`src/rtl/rr_priority_encoder.sv`:
```
// Round-robin re-encoder of one-hot request lines into a binary index; out is visible 2 cycles after req is sampled.
// When out_ready is low, the output is held and pending requests accumulate; when ready is held high, it issues one grant per cycle.
module rr_priority_encoder #(
  parameter int output_width = 3
) (
  input  logic                         clk,
  input  logic                         reset,
  input  logic                         enable,
  input  logic [2**output_width-1:0]   req,
  input  logic                         out_ready,
  output logic                         out_valid,
  output logic [output_width-1:0]      out,
  output logic [2**output_width-1:0]   pending,
  output logic                         busy
);

  localparam int num_req = 2**output_width;

  logic [output_width-1:0] pointer;
  logic [output_width-1:0] cand;
  logic [output_width-1:0] sel_idx;
  logic                    sel_found;
  logic                    slot_free;
  logic                    load;
  logic [num_req-1:0]      clear_mask;
  logic [num_req-1:0]      req_masked;

  // Rotating search starting at pointer; index arithmetic wraps in output_width bits.
  always_comb begin
    sel_found = 1'b0;
    sel_idx   = '0;
    cand      = '0;
    for (int k = 0; k < num_req; k++) begin
      cand = pointer + output_width'(k);
      if (!sel_found && pending[cand]) begin
        sel_found = 1'b1;
        sel_idx   = cand;
      end
    end
  end

  assign slot_free  = !out_valid || out_ready;
  assign load       = slot_free && sel_found;
  assign clear_mask = load ? (num_req'(1) << sel_idx) : '0;
  assign req_masked = req & {num_req{enable}};
  assign busy       = (|pending) || out_valid;

  // A request arriving on a bit being granted this cycle survives the clear.
  always_ff @(posedge clk) begin
    if (reset) begin
      pending   <= '0;
      pointer   <= '0;
      out       <= '0;
      out_valid <= 1'b0;
    end else begin
      pending <= (pending & ~clear_mask) | req_masked;
      if (slot_free) begin
        if (sel_found) begin
          out       <= sel_idx;
          out_valid <= 1'b1;
          pointer   <= sel_idx + output_width'(1);
        end else begin
          out_valid <= 1'b0;
        end
      end
    end
  end

  hold_stable: assert property (@(posedge clk) disable iff (reset)
    (out_valid && !out_ready) |=> (out_valid && $stable(out)));

endmodule
```
`config.mk`:
```
export PLATFORM = sky130hd
export DESIGN_NAME = rr_priority_encoder
export DESIGN_NICKNAME = d
export VERILOG_FILES = /design/src/rtl/rr_priority_encoder.sv
export SDC_FILE = /design/constraint.sdc
export NUM_CORES = 1
export LEC_CHECK = 0
export CORE_ASPECT_RATIO = 0.8
export CORE_MARGIN = 2
export CORE_UTILIZATION = 34
export DETAILED_ROUTE_END_ITERATION = 10
export PLACE_DENSITY_LB_ADDON = 0.12
export REMOVE_ABC_BUFFERS = 1
export SYNTH_ARGS = -nofsm -noshare
export SYNTH_HDL_FRONTEND = slang
export SYNTH_SLANG_ARGS = --single-unit
```
`constraint.sdc`:
```
create_clock -name clk -period 4.9 [get_ports clk]
set_input_delay 1.47 -clock clk [delete_from_list [all_inputs] [get_ports clk]]
set_output_delay 1.47 -clock clk [all_outputs]
set_load 0.1 [all_outputs]
```
# ---- Word level (Yosys, flattened, before mapping)
# Cells that the tools add are included.
dict set report op_classes {
  n_addsub 8
  multipliers 0
  n_div 0
  magnitude_cmp 8
  eq_ne 0
  shifts 1
  n_mux 34
  n_bitwise 4
  reduce_logical 20
}
# cell n
set ops {}
lappend ops {{< comparator 3 x 4 -> 1 bit (second input constant)} 8}
lappend ops {{binary-select mux 1 bit (select 3 bit)} 8}
lappend ops {{two-way mux 3 bit} 8}
lappend ops {{two-way mux 1 bit} 17}
lappend ops {{AND 8 bit} 2}
lappend ops {{adder 3 bit (second input constant)} 4}
lappend ops {{logical AND 1 bit} 8}
lappend ops {{logical NOT 1 bit} 8}
lappend ops {{two-way mux 8 bit} 1}
lappend ops {{NOT 8 bit} 1}
lappend ops {{bitwise OR 8 bit} 1}
lappend ops {{OR reduction 8 bit} 1}
lappend ops {{left shift 1 x 3 -> 8 bit (first input constant)} 1}
lappend ops {{adder 3 x 1 -> 3 bit (second input constant)} 2}
lappend ops {{adder 3 x 2 -> 3 bit (second input constant)} 2}
lappend ops {{logical OR 1 bit} 2}
lappend ops {{AND reduction 2 bit} 1}
dict set report totals {
  reg_bits 15
  latchBits 0
  ramBits 0
  mem_bits_ro 0
  inputBits 12
  out_inout_bits 13
  elab_cells 79
  n_memories 0
}

# ---- Depth between registers and ports, before layout
# Gate-level depths: netlist (run 1).
dict set report depth {
  depth_word 29
  ltp_mapped 17
  depth_no_buf 14
}

# ---- Least setup slack after synthesis (run 1)
# OpenSTA, ideal clock, no wires.
dict set report synth_timing {
  path_kind {flip-flop to flip-flop}
  start {reg pointer[1]}
  end {reg pending[7]}
  setup_time_ns 0.128
  t_arrival_ns 3.355
  t_required_ns 4.772
  setup_slack_ns 1.417
  stages_incl_launch_ff 16
  path_buffers 2
  period_less_slack_ns 3.483
  cell_sequence {dfxtp_1 > buf_1 > inv_1 > ha_1 > buf_6 > mux4_2 > a221o_1 > a21oi_1 > o211ai_1 > a22oi_1 > inv_1 > nor2_1 > ha_1 > nand2_1 > a22oi_1 > nor2_1}
}
dict set report synth_between {
  elab_chain_cells 29
  word_cells_on_any_way 59
  cone_classes {add/sub: 7; shift: 1; mux: 33; bitwise: 3; reduce/logical: 15}
}
# element line
set synth_rtl {}
lappend synth_rtl {{from (decl)} 19} ;# logic [output_width-1:0] pointer;
lappend synth_rtl {{from (signal assigned)} 61} ;# pointer <= sel_idx + output_width'(1);
lappend synth_rtl {{branches (longest 23 deep; another with adder 3 x 1 -> 3 bit)} n/a}
lappend synth_rtl {{two-way mux 3 bit (*)} 35} ;# if (!sel_found && pending[cand]) begin
lappend synth_rtl {{net sel_idx[1]} 21} ;# logic [output_width-1:0] sel_idx;
lappend synth_rtl {{left shift 1 x 3 -> 8 bit (*)} 44} ;# assign clear_mask = load ? (num_req'(1) << sel_idx) : '0;
lappend synth_rtl {{two-way mux 8 bit (*)} 44}
lappend synth_rtl {{NOT 8 bit (*)} 56} ;# pending <= (pending & ~clear_mask) | req_masked;
lappend synth_rtl {{AND 8 bit (*)} 56}
lappend synth_rtl {{bitwise OR 8 bit (*)} 56}
lappend synth_rtl {{to (signal assigned)} 56}
lappend synth_rtl {{to (decl)} 13} ;# output logic [2**output_width-1:0] pending,
# Mark *: on every way through the listed nets, which the timed path passes. The select of a mux whose other input is x is not followed.
# A chain may end at the register's enable or synchronous reset.

# ---- Final worst setup path (run 1)
# Same ends and word-level chain as after synthesis.

==> impl_metrics.yaml, run 1 <==
sta:
  rsz0062_at_grt: "false"
  finalSetupViolations: 0
  max_clock_freq_mhz: 236
  fin_crit_sh: 0.866
  period_needed_ns: 4.24
  skew_ns: 0.00242
  drv_slew: 0
  setup_slack_ns: 0.659
  tns_ns: 0
  hold_violations: 0
  worst_pin_slew_ns: 0.969
  max_slew_margin: 0.352
logic_synthesis:
  ys_types: 45
  yosysWarnings: 0
  synthXorXnorAreaFrac: 0.0233
  ys_ff_latch: 15
  muxShareOfSynthArea: 0.248
  synth_seq_area_share: 0.200
  synthesis.area_um2: 1500
  synth_top_family_by_area: "compound AO/OA/AOI/OAI gates"
  syn-instance-count: 182
  avgSynthCellArea_um2: 8.26
  yosys.area_share.simple: 0.161
  synth-adder-area-share: 0.0416
  synth_compound_area_frac: 0.270
critical_path:
  r2r_start: "pointer[1]"
  rrSetupSlack_ns: 0.66
  crit_chain: "inv_1 -> ha_1 -> mux4_2 -> a221o_1 -> a21oi_1 -> o211ai_1 -> a22oi_1 -> inv_1 -> nor2_1 -> ha_1 -> nand2_1 -> a22oi_1 -> nor2_1"
  cp_slowest_stage_delay_ns: 0.72
  worst_setup_path_end_kind: "flop"
  worst_ep_required_time_ns: 5.02
  ff2ff_path_depth: 13
  cp.arrival_ns: 4.36
  r2r-end: "pending[7]"
  crit_path_start: "pointer[1]"
  cpMaxStageDelayCell: "ha_1"
  crit_fanout: 14
  path_class: "reg -> reg"
  critical_path.startpoint_type: "flop"
  crit_path_end: "pending[7]"
final_layout:
  num_antenna_cells: 0
  regArea_um2: 300
  post-route-util: 0.429
  final_common_cell: "nand2_1"
  n_fill_cell: 415
  fin_nets: 218
  area_growth_pct: 20.7
  layout.cells.non_filler: 257
  multi_input_area_um2: 1120
  drive_gt1_frac: 0.0950
  layout_common_cells: "26 x nand2_1, 24 x clkdlybuf4s50_1, 20 x a21oi_1"
global_routing:
  antenna_found_initial: 0
  grt.total_usage: 0.185
  grt_overflow: 0
  grt_pass1_vias: 1477
  grt_pass1_wl_um: 7310
  grt_max_degree: 22
floorplan:
  initial_utilization: 0.356
  die_area_um2: 4970
  chipWidth_um: 78.4
  die_y_um: 63.5
  placement_rows: 21
  core_area_um2: 4230
  ios: 25
drt:
  wl_um: 4310
  viasPerCell: 5.95
  wl_per_cell_um: 16.8
  first_iter_violations: 154
  vias: 1529
  postRouteAntennaNets: 0
  drc: 0
  first_pass_iters: 5
clock_network:
  clkLatencyLatePin_ns: 0.25
  cts_made_buffers: 3
  cts_hold_buf: 0
  cts_root_buf: "clkbuf_8"
  clkSinkCount: 15
  cts_tree: "built"
  postCtsResizedCells: 0
  post_cts_buffers: 0
  clock_path_buffers: 2
  htree_num_levels: 1
  clk_pin_slew_worst_paths_ns: 0.06
placed_design:
  routabilityCongestion: 0.948
  dpl.hpwl_um: 3270
  dpl.cell_count: 253
  pre_cts_ws_ns: 0.714
  numPortBuffers: 24
run:
  cap_viol_max_count: 0
status:
  outcome: "finished clean"
min_path:
  hold_depth: 2
  worstHoldStart: "out[2]"
  min_path_type: "reg -> reg"
## final cells by class
cell class                 instances  share of cell area
multi-input combinational        147               0.615
inverter                           9              0.0186
sequential                        15               0.165
clock buffer                       4              0.0248
timing repair buffer              25               0.136
tap                               57              0.0393
## Yosys cell counts (all sizes together)
cell | n | area (µm²)
a21oi | 21 | 109
o21ai | 5 | 25.0
nand2 | 26 | 97.6
nor4b | 1 | 8.76
buf | 5 | 30.0
o21a | 1 | 7.51
o211ai | 7 | 52.6
xnor2 | 3 | 26.3
clkbuf | 6 | 22.5
a31o | 1 | 8.76
a222oi | 1 | 10.0
a311oi | 4 | 35.0
nor2b | 1 | 6.26
o221ai | 1 | 8.76
a21o | 1 | 7.51
o211a | 1 | 10.0
mux2 | 2 | 22.5
mux2i | 18 | 193
ha | 5 | 62.6
and2 | 2 | 12.5
a221o | 1 | 10.0
nor4 | 3 | 18.8
o2111ai | 2 | 17.5
a22oi | 2 | 15.0
a31oi | 1 | 6.26
xor2 | 1 | 8.76
a211oi | 3 | 27.5
nor2 | 7 | 26.3
dfxtp | 15 | 300
nand2b | 4 | 25.0
nand3 | 6 | 30.0
a2bb2oi | 1 | 15.0
or2 | 1 | 6.26
o2bb2ai | 1 | 8.76
mux4 | 7 | 158
o22ai | 5 | 31.3
inv | 9 | 33.8
and4b | 1 | 10.0
## metal layers
metal,vias to the layer above,GRT usage,part of all wire
li1,726,-,-
met1,740,0.266,0.47
met2,61,0.276,0.45
met3,2,0.0487,0.073
met4,0,0.0439,0.0035
met5,-,0,0
## metrics by stage
step | area, µm² | hold WS, ns
floorplan | 1450 | 0.619
global placement | 1770 | 0.449
detailed placement | 1770 | 0.450
CTS | 1820 | 0.463
global route | 1820 | 0.482
finish | 1820 | 0.459
## logic make-up after synthesis
| logic type | Yosys count |
|---|---|
| AO/OA/AOI/OAI | 59 |
| AND/OR/NAND/NOR | 52 |
| multiplexers | 27 |
| buffers and inverters | 20 |
| flip-flops | 15 |
| adder cells (fa/ha/maj) | 5 |
| XOR/XNOR | 4 |
## registers in the layout, summed over array words and instances, names as in the netlist
name,cells
out_valid,1
out,3
pointer,3
pending,8
## critical path: cells and delay by family (launching register included)
kind / cells / cell delay [ns]
adders and majority gates: 2 / 0.90
and+or+nand+nor: 3 / 0.23
DFF: 1 / 0.67
muxes: 1 / 0.64
AOI/OAI and AO/OA: 5 / 1.37
buffers and inverters: 2 / 0.31
## how the worst min path moves through the flow
| stage | to | slack (ns) |
|---|---|---|
| 2_1_floorplan | pointer[2] | 0.62 |
| 3_3_place_gp | out[1] | 0.45 |
| 3_5_place_dp | out[2] | 0.45 |
| 4_1_cts | out[2] | 0.46 |
| 5_1_grt | out[2] | 0.48 |
| 6_report | out[2] | 0.46 |
Power of run 1 is left out: the tool's default activity adds up to more than one toggle a clock period on the data nets, which glitch-free logic cannot reach.
==> run 2: changes to the inputs <==
--- a/config.mk
+++ b/config.mk
@@ -10,6 +10,7 @@
 export CORE_UTILIZATION = 34
 export DETAILED_ROUTE_END_ITERATION = 10
 export PLACE_DENSITY_LB_ADDON = 0.12
+export RECOVER_POWER = 50
 export REMOVE_ABC_BUFFERS = 1
 export SYNTH_ARGS = -nofsm -noshare
 export SYNTH_HDL_FRONTEND = slang
==> impl_metrics.yaml, run 2 (synthesized netlist as in run 1, its figures left out) <==
global_routing:
  grt_overflow: 0
  grt_max_degree: 22
  grt.total_usage: 0.185
  grt_pass1_wl_um: 7310
  grt_pass1_vias: 1477
  antenna_found_initial: 0
sta:
  period_needed_ns: 4.26
  hold_violations: 0
  worst_pin_slew_ns: 0.977
  skew_ns: 0.00316
  fin_crit_sh: 0.868
  max_clock_freq_mhz: 235
  tns_ns: 0
  drv_slew: 0
  finalSetupViolations: 0
  holdWs_ns: 0.457
  max_slew_margin: 0.346
  rsz0062_at_grt: "false"
critical_path:
  rrSetupSlack_ns: 0.64
  path_class: "reg -> reg"
  r2r-end: "pending[7]"
  critical_path.startpoint_type: "flop"
  cpMaxStageDelayCell: "ha_1"
  ff2ff_path_depth: 13
  crit_fanout: 14
  crit_chain: "inv_1 -> ha_1 -> mux4_2 -> a221o_1 -> a211oi_2 -> a21oi_1 -> a21oi_2 -> inv_1 -> nor2_1 -> ha_1 -> nand2_1 -> a22oi_1 -> nor2_1"
  cp_slowest_stage_delay_ns: 0.72
  worst_setup_path_end_kind: "flop"
  worst_ep_required_time_ns: 5.02
  cp.arrival_ns: 4.38
  crit_path_start: "pointer[1]"
  r2r_start: "pointer[1]"
final_layout:
  post-route-util: 0.429
  final_common_cell: "nand2_1"
  largest-register: "pending"
  num_antenna_cells: 0
  area_growth_pct: 20.7
  reg_top3: "pending (8), out (3), pointer (3)"
  layout_common_cells: "26 x nand2_1, 20 x a21oi_1, 17 x mux2i_1"
  drive_gt1_frac: 0.0950
  fin_nets: 218
  largest_reg_flops: 8
clock_network:
  clk_pin_slew_worst_paths_ns: 0.06
  post_cts_buffers: 0
  clkLatencyLatePin_ns: 0.25
  cts_hold_buf: 0
  cts_made_buffers: 3
  clock_path_buffers: 2
  cts_tree: "built"
  postCtsResizedCells: 0
  clkSinkCount: 15
  cts_root_buf: "clkbuf_8"
  htree_num_levels: 1
placed_design:
  numPortBuffers: 24
  dpl.hpwl_um: 3270
  routabilityCongestion: 0.948
drt:
  first_pass_iters: 6
  wl_per_cell_um: 16.8
  first_iter_violations: 148
  drc: 0
  wl_um: 4330
  postRouteAntennaNets: 0
  vias: 1535
  viasPerCell: 5.97
floorplan:
  die_area_um2: 4970
  placement_rows: 21
  initial_utilization: 0.356
  core_area_um2: 4230
  ios: 25
  chipWidth_um: 78.4
  die_y_um: 63.5
min_path:
  min_path_type: "reg -> reg"
  hold_end: "out[1]"
  hold_depth: 2
  worstHoldStart: "out[1]"
run:
  cap_viol_max_count: 0
status:
  outcome: "finished clean"
==> run 2: how the worst max path moves through the flow <==
stage | cells after the start | slack (ns) | to
finish | 13 | 0.64 | pending[7]
global route | 13 | 0.29 | pending[7]
CTS | 13 | 0.70 | pending[7]
detailed placement | 13 | 0.71 | pending[7]
global placement | 13 | 0.89 | pending[7]
floorplan | 13 | 1.05 | pending[7]
==> run 2: final cells by class <==
type | count | area, µm²
Fill cell | 415 | 2410
Tap cell | 57 | 71.3
Multi-Input combinational cell | 147 | 1120
Sequential cell | 15 | 300
Clock buffer | 4 | 45.0
Timing Repair Buffer | 25 | 248
Inverter | 9 | 33.8
==> run 2: worst max-delay path, delay by kind of cell, from the launching register on <==
kind	cells	cell delay (ns)
simple gates	3	0.23
buf+inv	2	0.30
compound gates	5	1.38
mux	1	0.64
fa+ha+maj	2	0.90
flops	1	0.66
==> run 2: routing by layer <==
metal,up-vias,routed length (µm),track usage,part of all wire
li1,725,-,-,-
met1,759,2140,0.266,0.50
met2,47,1910,0.276,0.44
met3,4,254,0.0487,0.059
met4,0,17,0.0439,0.0039
met5,-,0,0,0
==> run 2: stage by stage <==
step / area [µm²] / setup slack, ns / instances
after floorplan: 1450 / 1.05 / 171
after global placement: 1770 / 0.893 / 253
after detailed placement: 1770 / 0.714 / 253
after CTS: 1820 / 0.698 / 257
after global routing: 1820 / 0.287 / 257
final: 1820 / 0.645 / 257
Power of run 2 is left out for the same reason.
==> run 3: changes to the inputs <==
--- a/config.mk
+++ b/config.mk
@@ -5,13 +5,17 @@
 export SDC_FILE = /design/constraint.sdc
 export NUM_CORES = 1
 export LEC_CHECK = 0
+export CELL_PAD_IN_SITES_DETAIL_PLACEMENT = 1
+export CELL_PAD_IN_SITES_GLOBAL_PLACEMENT = 2
 export CORE_ASPECT_RATIO = 0.8
 export CORE_MARGIN = 2
-export CORE_UTILIZATION = 34
+export CORE_UTILIZATION = 31
 export DETAILED_ROUTE_END_ITERATION = 10
+export HOLD_SLACK_MARGIN = 0.12
 export PLACE_DENSITY_LB_ADDON = 0.12
 export RECOVER_POWER = 50
 export REMOVE_ABC_BUFFERS = 1
+export SLEW_MARGIN = 15
 export SYNTH_ARGS = -nofsm -noshare
 export SYNTH_HDL_FRONTEND = slang
 export SYNTH_SLANG_ARGS = --single-unit
==> impl_metrics.yaml, run 3 (synthesized netlist as in run 1, its figures left out) <==
critical_path:
  crit_fanout: 8
  critical_path.startpoint_type: "flop"
  crit_chain: "nor4_1 -> nand2_1 -> or2_2 -> clkdlybuf4s50_1"
  crit_cells: 4
  r2r_start: "pointer[1]"
  path_class: "reg -> out"
  worst_setup_path_end_kind: "output pin"
  ff2ff_path_depth: 13
  critPathTopFamily: "simple AND/OR/NAND/NOR gates"
  worst_ep_required_time_ns: 3.43
  rrSetupSlack_ns: 0.92
  cp_slowest_stage_delay_ns: 0.96
  cpMaxStageDelayCell: "clkdlybuf4s50_1"
  path_buf_inv: 1
  r2r-end: "pending[7]"
  cp.arrival_ns: 2.66
run:
  cap_viol_max_count: 0
placed_design:
  routabilityCongestion: 0.867
  dpl.hpwl_um: 3770
  placed_cell_area_um2: 1780
  numPortBuffers: 24
sta:
  period_needed_ns: 4.13
  finalSetupViolations: 0
  hold_violations: 0
  max_clock_freq_mhz: 242
  tns_ns: 0
  worst_pin_slew_ns: 0.985
  max_slew_margin: 0.341
  drv_slew: 0
  rsz0062_at_grt: "false"
  fin_crit_sh: 0.842
  skew_ns: 0.00127
floorplan:
  die_area_um2: 5430
  initial_utilization: 0.325
  die_y_um: 66.3
  placement_rows: 22
  chipWidth_um: 81.9
  ios: 25
  core_area_um2: 4620
global_routing:
  grt_overflow: 0
  grt_pass1_vias: 1479
  grt_max_degree: 21
  grt.total_usage: 0.194
  grt_pass1_wl_um: 7940
  antenna_found_initial: 0
clock_network:
  post_cts_buffers: 0
  htree_num_levels: 1
  clkSinkCount: 15
  cts_hold_buf: 0
  postCtsResizedCells: 0
  clk_pin_slew_worst_paths_ns: 0.06
  cts_tree: "built"
  cts_root_buf: "clkbuf_8"
  clock_path_buffers: 2
  clkLatencyLatePin_ns: 0.25
  cts_made_buffers: 3
drt:
  viasPerCell: 5.90
  wl_per_cell_um: 18.5
  first_pass_iters: 4
  vias: 1539
  wl_um: 4840
  drc: 0
  first_iter_violations: 152
  postRouteAntennaNets: 0
min_path:
  worstHoldStart: "out[0]"
  min_path_type: "reg -> reg"
  hold_depth: 2
  hold_end: "out[0]"
final_layout:
  regArea_um2: 300
  final_area_um2: 1820
  fin_nets: 219
  multi_input_area_um2: 1110
  num_antenna_cells: 0
  drive_gt1_frac: 0.0945
  reg_top3: "pending (8), out (3), pointer (3)"
  area_growth_pct: 21.2
  n_fill_cell: 566
  layout_common_cells: "26 x nand2_1, 21 x a21oi_1, 17 x mux2i_1"
  post-route-util: 0.394
  final_common_cell: "nand2_1"
  largest-register: "pending"
  largest_reg_flops: 8
status:
  outcome: "finished clean"
## run 3: per-stage QoR
step                      setup WS, ns  hold WS (ns)  std cells
after global routing             0.576         0.476        261
after detailed placement          1.00         0.448        257
after floorplan                   1.05         0.619        171
after CTS                        0.784         0.457        261
after global placement            1.07         0.444        257
final                            0.773         0.451        261
## run 3: how the worst max path moves through the flow
stage / start / endpoint
finish: pending[0] / busy
floorplan: pointer[0] / pending[7]
CTS: pending[0] / busy
global route: pointer[1] / pending[7]
global placement: pointer[1] / pending[7]
detailed placement: pointer[1] / pending[7]
## run 3: area by class of cell
class / count / share of cell area
clock buffer: 4 / 0.0247
inverter: 9 / 0.0185
multi-input combinational: 147 / 0.611
sequential: 15 / 0.165
tap: 60 / 0.0412
timing repair buffer: 26 / 0.140
## run 3: worst min-delay path: stages, from the launching register on
cell     delay (ns)
dfxtp_1        0.30
nand2_1        0.05
a21oi_1        0.05
## run 3: routing by layer
metal | wire length [µm] | up-vias | GRT usage
met3 | 334 | 2 | 0.0342
li1 | - | 731 | -
met2 | 2080 | 47 | 0.277
met5 | 0 | - | 0
met1 | 2410 | 759 | 0.302
met4 | 20 | 0 | 0.0313
Power of run 3 is left out for the same reason.
